`config.mk`:
```
export PLATFORM = sky130hd
export DESIGN_NAME = arbitro_contador
export DESIGN_NICKNAME = d
export VERILOG_FILES = /design/src/rtl/arbitro_contador_pkg.sv /design/src/rtl/arbitro_contador_rr2.sv /design/src/rtl/arbitro_contador.sv
export SDC_FILE = /design/constraint.sdc
export NUM_CORES = 1
export LEC_CHECK = 0
export CORE_ASPECT_RATIO = 1.4
export CORE_MARGIN = 2
export CORE_UTILIZATION = 40
export DETAILED_ROUTE_END_ITERATION = 7
export PLACE_DENSITY_LB_ADDON = 0.12
export SETUP_SLACK_MARGIN = 0.5
export SYNTH_ARGS = -nofsm -noshare
export SYNTH_HDL_FRONTEND = slang
export SYNTH_HIERARCHICAL = 1
export SYNTH_SLANG_ARGS = --single-unit
```
`constraint.sdc`:
```
create_clock -name CLK -period 4.35 [get_ports CLK]
set_input_delay 0.87 -clock CLK [delete_from_list [all_inputs] [get_ports CLK]]
set_output_delay 0.87 -clock CLK [all_outputs]
set_load 0.01 [all_outputs]
```
`src/rtl/arbitro_contador_pkg.sv`:
```
// Shared encodings for the two-requester counter arbiter: counter modes,
// controller states and requester indices.
package arbitro_contador_pkg;

    typedef enum logic [1:0] {
        MODO_UP   = 2'b00,
        MODO_DN1  = 2'b01,
        MODO_DN3  = 2'b10,
        MODO_LOAD = 2'b11
    } modo_e;

    typedef enum logic [1:0] {
        ST_IDLE  = 2'b00,
        ST_LOAD  = 2'b01,
        ST_COUNT = 2'b10,
        ST_DONE  = 2'b11
    } state_e;

    localparam logic REQ_A_IDX = 1'b0;
    localparam logic REQ_B_IDX = 1'b1;

endpackage

```
`src/rtl/arbitro_contador_rr2.sv`:
```
// Two-input round-robin picker; the pointer names the requester that wins
// when both ask at once and moves to the other side when an owner is released.
module arbitro_rr2
    import arbitro_contador_pkg::*;
(
    input  logic i_clk,
    input  logic i_rst_n,
    input  logic i_req_a,
    input  logic i_req_b,
    input  logic i_adv,
    input  logic i_owner,
    output logic o_vld,
    output logic o_pick
);

    logic r_ptr;

    always_ff @(posedge i_clk or negedge i_rst_n) begin
        if (!i_rst_n) begin
            r_ptr <= REQ_A_IDX;
        end else if (i_adv) begin
            r_ptr <= ~i_owner;
        end
    end

    always_comb begin
        o_vld  = i_req_a | i_req_b;
        o_pick = (i_req_a && i_req_b) ? r_ptr : i_req_b;
    end

endmodule

```
`src/rtl/arbitro_contador.sv`:
```
// Shares one up/down counter between requesters A and B: grant, load VAL,
// count down to zero, pulse DONE, release; a watchdog aborts a stuck count.
module arbitro_contador
    import arbitro_contador_pkg::*;
#(
    parameter int WIDTH = 4,
    parameter int WDOG  = 20
) (
    input  logic             CLK,
    input  logic             RESET_L,
    input  logic             REQ_A,
    input  logic             REQ_B,
    input  logic [WIDTH-1:0] VAL_A,
    input  logic [WIDTH-1:0] VAL_B,
    input  logic             STEP3_A,
    input  logic             STEP3_B,
    input  logic [WIDTH-1:0] Q,
    output logic             GNT_A,
    output logic             GNT_B,
    output logic             DONE_A,
    output logic             DONE_B,
    output logic             ERR,
    output logic             ENB,
    output logic [1:0]       MODO,
    output logic [WIDTH-1:0] D
);

    localparam int WDW = $clog2(WDOG + 1);
    localparam logic [WDW-1:0] WDOG_LAST = WDW'(WDOG - 1);

    state_e           r_state;
    logic             r_owner;
    logic [WIDTH-1:0] r_val;
    logic             r_step3;
    logic [WDW-1:0]   r_wdog;
    logic             r_err;

    state_e w_state_nxt;
    modo_e  w_modo;
    logic   w_enb;
    logic   w_grant;
    logic   w_release;
    logic   w_err;
    logic   w_pick_vld;
    logic   w_pick;
    logic   w_owner_req;

    arbitro_rr2 u_rr (
        .i_clk   (CLK),
        .i_rst_n (RESET_L),
        .i_req_a (REQ_A),
        .i_req_b (REQ_B),
        .i_adv   (w_release),
        .i_owner (r_owner),
        .o_vld   (w_pick_vld),
        .o_pick  (w_pick)
    );

    assign w_owner_req = (r_owner == REQ_B_IDX) ? REQ_B : REQ_A;

    // Counter drive depends only on state, latched data and Q, never on REQ.
    always_comb begin
        w_enb  = 1'b0;
        w_modo = MODO_UP;
        case (r_state)
            ST_LOAD: begin
                w_enb  = 1'b1;
                w_modo = MODO_LOAD;
            end
            ST_COUNT: begin
                if (Q != '0) begin
                    w_enb  = 1'b1;
                    w_modo = (r_step3 && (Q >= WIDTH'(3))) ? MODO_DN3 : MODO_DN1;
                end
            end
            default: begin
                w_enb  = 1'b0;
                w_modo = MODO_UP;
            end
        endcase
    end

    always_comb begin
        w_state_nxt = r_state;
        w_grant     = 1'b0;
        w_release   = 1'b0;
        w_err       = 1'b0;
        case (r_state)
            ST_IDLE: begin
                if (w_pick_vld) begin
                    w_grant     = 1'b1;
                    w_state_nxt = ST_LOAD;
                end
            end
            ST_LOAD: begin
                if (!w_owner_req) begin
                    w_release   = 1'b1;
                    w_state_nxt = ST_IDLE;
                end else begin
                    w_state_nxt = ST_COUNT;
                end
            end
            ST_COUNT: begin
                if (!w_owner_req) begin
                    w_release   = 1'b1;
                    w_state_nxt = ST_IDLE;
                end else if (Q == '0) begin
                    w_state_nxt = ST_DONE;
                end else if (r_wdog == WDOG_LAST) begin
                    w_err       = 1'b1;
                    w_release   = 1'b1;
                    w_state_nxt = ST_IDLE;
                end
            end
            ST_DONE: begin
                w_release   = 1'b1;
                w_state_nxt = ST_IDLE;
            end
            default: begin
                w_state_nxt = ST_IDLE;
            end
        endcase
    end

    always_ff @(posedge CLK or negedge RESET_L) begin
        if (!RESET_L) begin
            r_state <= ST_IDLE;
            r_owner <= REQ_A_IDX;
            r_val   <= '0;
            r_step3 <= 1'b0;
            r_wdog  <= '0;
            r_err   <= 1'b0;
        end else begin
            r_state <= w_state_nxt;
            r_err   <= w_err;
            r_wdog  <= (r_state == ST_COUNT) ? r_wdog + WDW'(1) : '0;
            if (w_grant) begin
                r_owner <= w_pick;
                r_val   <= (w_pick == REQ_B_IDX) ? VAL_B : VAL_A;
                r_step3 <= (w_pick == REQ_B_IDX) ? STEP3_B : STEP3_A;
            end
        end
    end

    assign GNT_A  = (r_state != ST_IDLE) && (r_owner == REQ_A_IDX);
    assign GNT_B  = (r_state != ST_IDLE) && (r_owner == REQ_B_IDX);
    assign DONE_A = (r_state == ST_DONE) && (r_owner == REQ_A_IDX);
    assign DONE_B = (r_state == ST_DONE) && (r_owner == REQ_B_IDX);
    assign ERR    = r_err;
    assign ENB    = w_enb;
    assign MODO   = w_modo;
    assign D      = r_val;

endmodule

```
Yosys cells after proc, flatten, opt, wreduce, memory -nomap -nowiden. Index checks and enable logic that the tools add are counted. W data, S select, Z words.

Add/subtract/negate cells: 1. Multiply operators: 0. Div/mod/pow operators: 0. $lt $le $gt $ge: 1. Equality and inequality tests: 6. Shift operators: 0. Mux-type cells: 25. Bitwise gates (word level): 2. Reduce and logical (&&, ||, !) cells: 11.

Operators with widths (count): $mux W2 (7); $mux W1 (12); $pmux W2 S4 (1); $logic_and A1 B1 Y1 (6); $add A5 B1 Y5 const B (1); $eq A5 B5 Y1 const B (1); $mux W5 (1); $eq A2 B2 Y1 const B (2); $ge A4 B2 Y1 const B (1); $logic_not A4 Y1 (1); $mux W4 (1); $ne A4 B4 Y1 const B (1); $pmux W2 S2 (1); $reduce_bool A4 Y1 (1); $pmux W1 S3 (1); $eq A2 B1 Y1 const B (1); $logic_not A2 Y1 (1); $ne A2 B1 Y1 const B (1); $pmux W1 S2 (1); $reduce_and A2 Y1 (1); $reduce_bool A2 Y1 (1); $not A1 Y1 (1); $or A1 B1 Y1 (1).

Flip-flop bits (word level): 15. Latch bits: 0. Bits in writable memories: 0. ROM bits: 0. Bits of input ports: 18. Output and inout port bits: 12. Word-level logic and storage cells: 53. Memories kept: 0.

Longest topological paths before layout. Gate-level depths: netlist of the first run.

Depth after elaboration: 5. Gate-level depth with buffers: 6. Mapped depth without buffers: 5.

By module. The synthesis of the first run kept the hierarchy.

Modules (own cells, without submodules): arbitro_contador (instances 1, cells each 78, area each 803.3 sq um, sequential area each 350.3 sq um); arbitro_rr2 (instances 1, cells each 5, area each 52.6 sq um, sequential area each 25.0 sq um).

Worst setup path after synthesis of the first run. No wires, ideal clock.

Path kind: in2out. From: input port Q[1]. To: output port MODO[0]. Arrival time: 1.663 ns. Required time: 3.480 ns. Setup slack: 1.817 ns. Cell stages on the path: 3. Path buffers: 0. Path through: o41a_1 > o21a_2 > o21a_1.

Cells in the longest elaborated chain, start to end: 5. Elaborated cells on any way between the ends: 6. Classes of those cells: order compare: 1; mux: 3; reduce/logical: 2.

RTL lines: start, declared (RTL line arbitro_contador.sv:17) `input logic [WIDTH-1:0] Q,`; $ge A4 B2 Y1 (RTL line arbitro_contador.sv:73) `w_modo = (r_step3 && (Q >= WIDTH'(3))) ? MODO_DN3 : MODO_DN1;`; $logic_and A1 B1 Y1 (RTL line arbitro_contador.sv:73); $mux W2 (RTL line arbitro_contador.sv:73); $mux W2 * (RTL line arbitro_contador.sv:71) `if (Q != '0) begin`; $pmux W2 S2 * (RTL line arbitro_contador.sv:65) `case (r_state)`; end, declared (RTL line arbitro_contador.sv:24) `output logic [1:0] MODO,`.

Every way passes the cells marked *; elsewhere a longest branch is shown, timed or not.

Worst setup path after layout of the first run. Ends and elaborated chain as after synthesis.

==> flow_summary_export.csv, run 1 <==
group,metric,value,unit
status,status,"finished, final reports clean",
sta,rsz0062_at_grt,"false",
worst_setup_path,regToRegEndpoint,"u_rr/r_ptr$_DFFE_PN0P_",
clock_network,clock_sinks,15,
placed_design,gp_congestion,0.785,
power_and_ir_drop,power.leakage,0.000527,uW
power_and_ir_drop,vdd_drop_max,0.304,mV
floorplanning,core_area,2000,um2
synth,synth_warnings,6,
floorplanning,die_w,43.1,um
global_route,gr-total-overflow,0,
min_path,hold_end,"r_wdog[0]$_DFF_PN0_",
synth,async_reset_ff_share,100,%
clock_network,numCtsBuffers,3,
sta,final-max-slew-violation-count,0,
power_and_ir_drop,switching_share,37.0,%
floorplanning,start_util,42.9,%
sta,setup_violations,0,
detailed_routing,wl_per_cell,13.1,um
power_and_ir_drop,p_clk_share,11.7,%
global_route,grt_first_pass_wirelength,2970,um
power_and_ir_drop,combPwrFrac,55.3,%
global_route,grtUsageTotal,15.6,%
synth,syn_area,856,um2
synth,synth_area_per_cell,10.3,um2
sta,hold_viol_final,0,
power_and_ir_drop,power_frac_seq,33.0,%
synth,yosys_most_used_dff,"dfrtp_1",
worst_setup_path,rr_startpoint,"r_state[0]$_DFFE_PN0P_",
synth,ys_types,30,
global_route,grt_pass1_vias,704,
power_and_ir_drop,powerDensity,567,nW/um2
sta,fin_crit,3.44,ns
worst_setup_path,crit_chain,"clkdlybuf4s50_1 > o41a_1 > o21a_2 > o21a_1 > clkdlybuf4s50_1",
worst_setup_path,end_kind,"primary output",
floorplanning,ios,30,
placed_design,dp_cells,130,
cells_and_area,fin_cells,134,
min_path,min_path_type,"reg -> reg",
min_path,hp-start,"r_wdog[0]$_DFF_PN0_",
cells_and_area,design_area,1190,um2
clock_network,cts_setup_buffers,0,
detailed_routing,vias_per_cell,5.31,
worst_setup_path,crit_fanout,3,
placed_design,numPortBuffers,29,
worst_setup_path,slowest_delay,0.47,ns
worst_setup_path,reg2reg_slack,2.54,ns
floorplanning,dieHeight,58.7,um
clock_network,cts-htree-levels,1,
power_and_ir_drop,power.total,674,uW
global_route,grt_util_met3,2.15,%
detailed_routing,routed_wl,1760,um
worst_setup_path,reg2regPathDepth,5,
synth,syn_inst,83,
min_path,worstHoldPathCells,1,
detailed_routing,num_vias,712,
sta,fin_tns_setup,0,ns
global_route,met1_usage,18.1,%
placed_design,postPlaceCellArea,1160,um2
worst_setup_path,cp.arrival,2.57,ns
cells_and_area,fin_nets,137,
global_route,grt-busiest-layer,"met2",
global_route,antenna_found_initial,0,
floorplanning,dieArea,2530,um2
clock_network,clockBufferDepth,2,
clock_network,cts_hold_buf,0,
worst_setup_path,required,3.48,ns
cells_and_area,layout-drive-gt1-share,4.42,%
global_route,grt_util_met2,27.1,%
worst_setup_path,cp-start-kind,"input port",
worst_setup_path,crit_top_cell,"clkdlybuf4s50_1",
detailed_routing,drc_errors,0,
synth,yosysTopAreaCell,"dfrtp_1",
power_and_ir_drop,power.internal,424,uW
sta,finalHoldWorstSlack,0.477,ns
worst_setup_path,path_class,"in -> out",
synth,seq_area_frac_synth,43.9,%
clock_network,cts_resized,0,
sta,finClkSkew,0.00266,ns
cells_and_area,area_delta_synth_final,38.7,%
synth,synth-edff-count,0,
detailed_routing,drtIter0Drc,6,
power_and_ir_drop,netSwitchingPower,249,uW
sta,relSlewSlack,55.8,%
placed_design,hpwl,1430,um
clock_network,cts_tree,"built",
sta,fmax,291,MHz
floorplanning,row_count,19,
clock_network,clock_latency,0.28,ns
synth,syn_nets,106,
clock_network,root_buffer,"clkbuf_4",
sta,tightest_slew,0.661,ns
synth,ys_ff_latch,15,
worst_setup_path,cpMaxStageDelayCell,"o41a_1",
job,drv_cap,0,
detailed_routing,drtAntennaViolNets,0,
detailed_routing,dr.pass1.iters,4,
global_route,grt_max_degree,16,
synth,synth_top_area_share,43.9,%
synth,synthTopCellsByArea,"dfrtp_1 (44%), mux2i_1 (8.2%), ha_1 (7.3%)",
cells_and_area,antenna_cells,0,
sta,fin_crit_sh,79.0,%
clock_network,clk_pin_slew_worst_paths,0.09,ns
==> power groups by stage <==
stage	Sequential, uW	Clock [uW]	Combinational [uW]
2_1_floorplan	226	0	208
3_3_place_gp	223	0	368
3_5_place_dp	226	0	376
4_1_cts	223	82.5	379
5_1_grt	229	87.0	410
6_report	222	78.8	373
==> kinds of logic after synthesis <==
logic type                 Yosys count  synth area share [%]
xor gates and xnor gates             3                  3.07
DFF                                 15                  43.9
AOI/OAI and AO/OA                   18                  14.9
buffers and inverters                8                  3.51
adders and majority gates            5                  7.31
muxes                                9                  11.3
and+or+nand+nor                     25                  16.1
==> worst max-delay path, delay by kind of cell <==
| kind | cells | cell delay [ns] |
|---|---|---|
| AO/OA/AOI/OAI | 3 | 0.79 |
| buffers and inverters | 2 | 0.91 |
==> synthesized netlist by cell type, types with 2 or more instances <==
cell type  instances
a21oi_1            5
a31oi_1            3
a32o_1             2
and2_1             6
clkbuf_1           2
dfrtp_1           15
ha_1               5
inv_1              5
mux2i_1            7
nand3_1            3
nor2_1             8
nor2b_1            3
xnor2_1            2
==> stage by stage <==
stage | utilization, % | setup WS [ns]
after floorplan | - | 1.82
after global placement | 58.1 | 0.944
after detailed placement | 58.1 | 0.920
after CTS | 59.5 | 0.910
after global routing | 59.5 | 0.842
final | 59.5 | 0.912
==> flip-flops by register name (all words and copies together) (netlist names) <==
signal,count
r_wdog,5
D,4
ERR,1
u_rr/r_ptr,1
r_state,2
r_owner,1
r_step3,1
==> layout make-up <==
class                   instances  area [um2]
clock buffers                   4        26.3
repair buffers                 29         290
flip-flops and latches         15         375
fillers                       190         810
multi-input cells              60         450
well taps                      21        26.3
inverters                       5        18.8
==> worst max-delay path by stage <==
stage / end / slack (ns) / start / depth (start not counted)
after floorplan: MODO[0] / 1.82 / Q[1] / 3
after global placement: MODO[0] / 0.94 / Q[1] / 5
after detailed placement: MODO[0] / 0.92 / Q[1] / 5
after CTS: MODO[0] / 0.91 / Q[1] / 5
after global routing: MODO[0] / 0.84 / Q[1] / 5
final: MODO[0] / 0.91 / Q[1] / 5
==> metal layers <==
layer,up-vias,routed length [um],part of all wire [%]
met2,23,926,53
li1,352,-,-
met3,4,99,5.6
met1,333,683,39
met5,-,0,0
met4,0,47,2.7
==> cells in the final DEF, fill, tap and decap left out <==
cell type	count
a211o_1	1
a21boi_1	1
a21o_1	1
a21oi_1	5
a22oi_1	1
a31oi_1	3
a32o_1	2
and2_1	6
clkbuf_1	1
clkbuf_4	3
clkdlybuf4s50_1	29
dfrtp_1	15
ha_1	5
inv_1	5
mux2_1	1
mux2_4	1
mux2i_1	7
nand2_1	1
nand3_1	3
nand4bb_1	1
nor2_1	8
nor2b_1	3
nor4_1	1
o21a_1	1
o21a_2	1
o21ai_0	1
o41a_1	1
or2_1	1
or3b_1	1
xnor2_1	2
xor2_1	1
(Power assumes the default switching activity.)
==> run 2, diff against run 1 <==
==> constraint.sdc (replaced) <==
create_clock -name CLK -period 3.2 [get_ports CLK]
set_input_delay 0.64 -clock CLK [delete_from_list [all_inputs] [get_ports CLK]]
set_output_delay 0.64 -clock CLK [all_outputs]
set_load 0.01 [all_outputs]
==> run 2 against run 1 <==
Effect of this change: setup slack worse by 0.23 ns; combinational power up 32%; wire length increased by 0.85%.
==> flow_summary_export.csv, run 2 (synthesis gave the netlist of run 1 again) <==
group,metric,value,unit
status,status,"finished, final reports clean",
cells_and_area,antenna_cells,0,
placed_design,gp_congestion,0.785,
cells_and_area,area_delta_synth_final,40.4,%
cells_and_area,layout-drive-gt1-share,5.26,%
global_route,grt_pass1_vias,705,
power_and_ir_drop,p_clk_share,11.9,%
placed_design,postPlaceCellArea,1160,um2
sta,relSlewSlack,55.7,%
sta,setup_violations,0,
worst_setup_path,cp-start-kind,"flop",
clock_network,cts-htree-levels,1,
power_and_ir_drop,power.internal,561,uW
cells_and_area,regArea,375,um2
power_and_ir_drop,vdd_drop_max,0.412,mV
power_and_ir_drop,combPwrFrac,54.6,%
sta,fin_crit_sh,78.6,%
detailed_routing,drtAntennaViolNets,0,
clock_network,numCtsBuffers,3,
clock_network,cts_tree,"built",
worst_setup_path,crit_buf_inv,2,
detailed_routing,vias_per_cell,5.43,
detailed_routing,routed_wl,1770,um
min_path,min_path_type,"reg -> reg",
placed_design,numPortBuffers,29,
detailed_routing,drc_errors,0,
cells_and_area,final_core_util,60.2,%
cells_and_area,fin_nets,138,
job,drv_cap,0,
worst_setup_path,end_kind,"primary output",
clock_network,clk_pin_slew_worst_paths,0.09,ns
power_and_ir_drop,netSwitchingPower,340,uW
placed_design,hpwl,1430,um
sta,fin_tns_setup,0,ns
clock_network,root_buffer,"clkbuf_4",
worst_setup_path,required,2.56,ns
sta,fmax,397,MHz
cells_and_area,design_area,1200,um2
cells_and_area,layout_commonest_cell,"clkdlybuf4s50_1",
floorplanning,dieArea,2530,um2
floorplanning,row_count,19,
power_and_ir_drop,switching_share,37.8,%
floorplanning,die_w,43.1,um
clock_network,clock_latency,0.28,ns
cells_and_area,largest_reg_flops,5,
placed_design,dp_cells,130,
worst_setup_path,crit_chain,"inv_1 > ha_1 > o41a_1 > o21a_2 > o21a_1 > dlygate4sd2_1",
global_route,gr-total-overflow,0,
cells_and_area,final_cell_mix,"clkdlybuf4s50_1 (22), dfrtp_1 (15), nor2_1 (8), mux2i_1 (7), and2_1 (6)",
power_and_ir_drop,power.leakage,0.000580,uW
sta,finClkSkew,0.00341,ns
global_route,grt_max_degree,16,
global_route,grt_first_pass_wirelength,2950,um
worst_setup_path,critical_path.top_delay_family,"compound AO/OA/AOI/OAI gates",
global_route,antenna_found_initial,0,
cells_and_area,fin_cells,135,
floorplanning,ios,30,
worst_setup_path,path_class,"reg -> out",
cells_and_area,multi_input_area,450,um2
detailed_routing,num_vias,733,
detailed_routing,drtIter0Drc,6,
clock_network,clockBufferDepth,2,
clock_network,clock_sinks,15,
power_and_ir_drop,power_frac_seq,33.5,%
cells_and_area,top_register,"r_wdog",
worst_setup_path,cp.arrival,1.88,ns
floorplanning,dieHeight,58.7,um
sta,fin_crit,2.52,ns
sta,rsz0062_at_grt,"false",
global_route,grtUsageTotal,15.6,%
detailed_routing,dr.pass1.iters,4,
floorplanning,start_util,42.9,%
detailed_routing,wl_per_cell,13.1,um
sta,hold_viol_final,0,
cells_and_area,fillers,188,
power_and_ir_drop,powerDensity,750,nW/um2
sta,final-max-slew-violation-count,0,
worst_setup_path,crit_fanout,11,
floorplanning,core_area,2000,um2
worst_setup_path,cpMaxStageDelayCell,"dfrtp_1",
sta,tightest_slew,0.662,ns
worst_setup_path,slowest_delay,0.41,ns
sta,finalHoldWorstSlack,0.477,ns
## run 2: cell types whose count changed in the layout (fill, tap and decap cells not counted)
| cell | delta |
|---|---|
| buf_4 | +1 |
| dlymetal6s2s_1 | +4 |
| dlygate4sd2_1 | +3 |
| clkdlybuf4s50_1 | -7 |
## run 2: path summary, 6_finish.rpt
| check | from | endpoint | slack (ns) | depth (start not counted) |
|---|---|---|---|---|
| setup / recovery | r_state[0]$_DFFE_PN0P_ | MODO[0] | 0.68 | 6 |
| hold / removal | r_wdog[0]$_DFF_PN0_ | r_wdog[0]$_DFF_PN0_ | 0.48 | 1 |
| setup reg to reg | r_state[0]$_DFFE_PN0P_ | u_rr/r_ptr$_DFFE_PN0P_ | 1.39 | 5 |
| hold reg to reg | r_wdog[0]$_DFF_PN0_ | r_wdog[0]$_DFF_PN0_ | 0.48 | 1 |
| max in group asynchronous | RESET_L | u_rr/r_ptr$_DFFE_PN0P_ | 2.02 | 1 |
| min in group asynchronous | RESET_L | r_wdog[1]$_DFF_PN0_ | 0.76 | 1 |
## run 2: timing repair
item / 4_1_cts / 5_1_grt
pin swaps: 1 / 1
hold buffers: 0 / 0
gates resized for setup: 3 / 4
setup endpoints to repair: 3 / 2
buffers inserted: 1 / 0
## run 2: per-layer routing
layer,track usage [%],vias to the layer above,routed length [um]
met2,27.1,29,922
met3,2.15,8,102
met1,17.9,342,685
li1,-,354,-
met4,9.09,0,63
met5,0,-,0
## run 2: power by group through the flow
stage | clock network [uW] | logic (uW) | registers, uW
after global routing | 118 | 540 | 311
after CTS | 112 | 499 | 303
after global placement | 0 | 501 | 303
after floorplan | 0 | 283 | 308
final | 107 | 492 | 302
after detailed placement | 0 | 511 | 307
## run 2: per-stage QoR
| stage | power (uW) | setup slack (ns) |
|---|---|---|
| global route | 969 | 0.518 |
| finish | 901 | 0.684 |
| detailed placement | 818 | 0.230 |
| floorplan | 591 | 1.13 |
| global placement | 804 | 0.254 |
| CTS | 914 | 0.449 |
## run 2: cell type report
type / count / area share (%)
flip-flops and latches: 15 / 31.3
clock buffers: 4 / 2.19
inverters: 5 / 1.56
repair buffers: 30 / 25.3
multi-input cells: 60 / 37.5
well taps: 21 / 2.19
## run 2: worst register-to-register path, cell delays in order (launching register included)
cell and delay, ns:
dfrtp_1 0.41, inv_1 0.11, ha_1 0.35, or3b_1 0.43, a31oi_1 0.24, mux2i_1 0.20
==> run 3, diff against run 2 <==
==> constraint.sdc (replaced) <==
create_clock -name CLK -period 2.4 [get_ports CLK]
set_input_delay 0.48 -clock CLK [delete_from_list [all_inputs] [get_ports CLK]]
set_output_delay 0.48 -clock CLK [all_outputs]
set_load 0.01 [all_outputs]
==> run 3 against run 2 <==
Effect of this change: die area stayed put; core utilization up 3.3 points; cell count up 5.9%; setup slack worse by 0.30 ns; wire length is 4.6% higher; design area grew 5.4%; critical endpoint unchanged; largest power group unchanged.
==> flow_summary_export.csv, run 3 (synthesis gave the netlist of run 1 again) <==
group,metric,value,unit
sta,setup_violations,0,
floorplanning,die_w,43.1,um
cells_and_area,area_delta_synth_final,48.0,%
detailed_routing,drtAntennaViolNets,0,
detailed_routing,drc_errors,0,
worst_setup_path,required,1.92,ns
cells_and_area,final_core_util,63.4,%
status,status,"finished, final reports clean",
placed_design,dp_cells,137,
detailed_routing,dr.pass1.iters,2,
global_route,grt_first_pass_wirelength,3140,um
detailed_routing,wl_met1,773,um
floorplanning,ios,30,
power_and_ir_drop,power_frac_seq,31.8,%
worst_setup_path,cpMaxStageDelayCell,"o41a_1",
power_and_ir_drop,powerDensity,1000,nW/um2
cells_and_area,fillers,177,
global_route,gr-total-overflow,0,
placed_design,pre_cts_slack,-0.188,ns
placed_design,numPortBuffers,29,
clock_network,clk_pin_slew_worst_paths,0.08,ns
detailed_routing,wl_per_cell,13.0,um
detailed_routing,routed-wl-met3,90,um
worst_setup_path,path_class,"in -> out",
sta,finClkSkew,0.000448,ns
power_and_ir_drop,vdd_drop_max,0.584,mV
worst_setup_path,crit_fanout,2,
min_path,min_path_type,"reg -> reg",
worst_setup_path,cp-start-kind,"input port",
power_and_ir_drop,switching_share,38.1,%
sta,rsz0062_at_grt,"true",
worst_setup_path,crit_buf_inv,2,
cells_and_area,final_cell_mix,"clkdlybuf4s50_1 (18), dfrtp_1 (15), nor2_1 (8), buf_4 (8), mux2i_1 (7)",
cells_and_area,layout_commonest_cell,"clkdlybuf4s50_1",
power_and_ir_drop,power.leakage,0.000593,uW
detailed_routing,highest_layer,"met4",
cells_and_area,antenna_cells,0,
detailed_routing,drtIter0Drc,5,
worst_setup_path,slowest_delay,0.43,ns
global_route,grtUsageTotal,16.3,%
worst_setup_path,crit_chain,"clkdlybuf4s15_1 > o41a_1 > o21a_2 > o21a_1 > buf_2",
worst_setup_path,rr_startpoint,"r_state[0]$_DFFE_PN0P_",
clock_network,numCtsBuffers,3,
sta,relSlewSlack,55.1,%
floorplanning,row_count,19,
clock_network,clock_sinks,15,
clock_network,cts_tree,"built",
job,drv_cap,0,
worst_setup_path,reg2reg_slack,0.68,ns
clock_network,clockBufferDepth,2,
global_route,grt_max_degree,16,
floorplanning,start_util,42.9,%
sta,hold_viol_final,0,
detailed_routing,num_vias,733,
worst_setup_path,regToRegEndpoint,"u_rr/r_ptr$_DFFE_PN0P_",
sta,fin_crit_sh,84.2,%
detailed_routing,vias_per_cell,5.13,
clock_network,cts-htree-levels,1,
cells_and_area,layout-drive-gt1-share,17.2,%
cells_and_area,fin_nets,146,
power_and_ir_drop,netSwitchingPower,483,uW
cells_and_area,top_register,"r_wdog",
cells_and_area,largest_reg_flops,5,
floorplanning,dieArea,2530,um2
power_and_ir_drop,power.internal,784,uW
power_and_ir_drop,power.total,1270,uW
detailed_routing,wl_met2,972,um
sta,fin_tns_setup,0,ns
worst_setup_path,cp.depth,5,
placed_design,hpwl,1430,um
power_and_ir_drop,combPwrFrac,57.1,%
sta,fmax,495,MHz
global_route,antenna_found_initial,0,
clock_network,clock_latency,0.27,ns
floorplanning,core_area,2000,um2
sta,worst_slack,0.380,ns
sta,final-max-slew-violation-count,0,
min_path,hold_end,"r_wdog[0]$_DFF_PN0_",
placed_design,gp_congestion,0.703,
min_path,worstHoldPathCells,1,
sta,fin_crit,2.02,ns
floorplanning,dieHeight,58.7,um
clock_network,cts_hold_buf,0,
worst_setup_path,cp.arrival,1.54,ns
detailed_routing,routed_wl,1850,um
cells_and_area,fin_cells,143,
worst_setup_path,critical_path.top_delay_family,"compound AO/OA/AOI/OAI gates",
worst_setup_path,end_kind,"primary output",
clock_network,root_buffer,"clkbuf_4",
worst_setup_path,reg2regPathDepth,6,
global_route,grt_pass1_vias,782,
min_path,hp-start,"r_wdog[0]$_DFF_PN0_",
sta,tightest_slew,0.672,ns
power_and_ir_drop,p_clk_share,11.1,%
==> run 3: cell count changes in the layout (fill, tap and decap cells not counted), sizes merged <==
cell           before  now
buf                 1   12
clkdlybuf4s15       0    4
clkdlybuf4s50      22   18
dlygate4sd2         3    4
dlymetal6s2s        4    0
==> run 3: power groups by stage <==
| stage | clock network [uW] | registers, uW | logic, uW |
|---|---|---|---|
| after detailed placement | 0 | 408 | 701 |
| after CTS | 149 | 399 | 680 |
| after global routing | 164 | 414 | 796 |
| after global placement | 0 | 402 | 690 |
| final | 141 | 403 | 722 |
| after floorplan | 0 | 410 | 378 |
==> run 3: per-layer routing <==
| metal | track usage [%] | vias to the layer above |
|---|---|---|
| met3 | 2.15 | 2 |
| li1 | - | 368 |
| met4 | 7.79 | 0 |
| met2 | 29.0 | 21 |
| met1 | 18.8 | 342 |
| met5 | 0 | - |
==> run 3: worst reg2reg max path, cell delays in order (launching register included) <==
cell and delay [ns]:
dfrtp_1 0.41, inv_2 0.13, ha_4 0.15, buf_4 0.14, or3b_1 0.37, a31oi_1 0.23, mux2i_1 0.20
==> run 3: cell type report <==
| class | count | area, um2 | area share, % |
|---|---|---|---|
| Clock buffer | 4 | 26.3 | 2.08 |
| Inverter | 5 | 18.8 | 1.48 |
| Multi-Input combinational cell | 60 | 478 | 37.7 |
| Sequential cell | 15 | 375 | 29.6 |
| Tap cell | 21 | 26.3 | 2.08 |
| Timing Repair Buffer | 38 | 342 | 27.0 |
==> run 3: worst max-delay path by stage <==
stage / from / to / slack (ns)
after CTS: r_state[1]$_DFFE_PN0P_ / MODO[0] / 0.32
after floorplan: Q[1] / MODO[0] / 0.65
final: Q[2] / MODO[0] / 0.38
after global routing: r_state[1]$_DFFE_PN0P_ / MODO[0] / 0.32
after global placement: Q[1] / MODO[0] / -0.18
after detailed placement: Q[1] / MODO[0] / -0.19
==> run 3: timing repair <==
action	4_1_cts	5_1_grt
buffers inserted	2	0
pin swaps	3	4
resized for setup	22	9
endpoints found under the setup margin	7	5
==> run 3: per-stage QoR <==
| step | instance area (um2) | hold slack, ns |
|---|---|---|
| floorplan | 856 | 0.184 |
| global placement | 1210 | 0.445 |
| detailed placement | 1210 | 0.456 |
| CTS | 1230 | 0.470 |
| global route | 1270 | 0.500 |
| finish | 1270 | 0.476 |
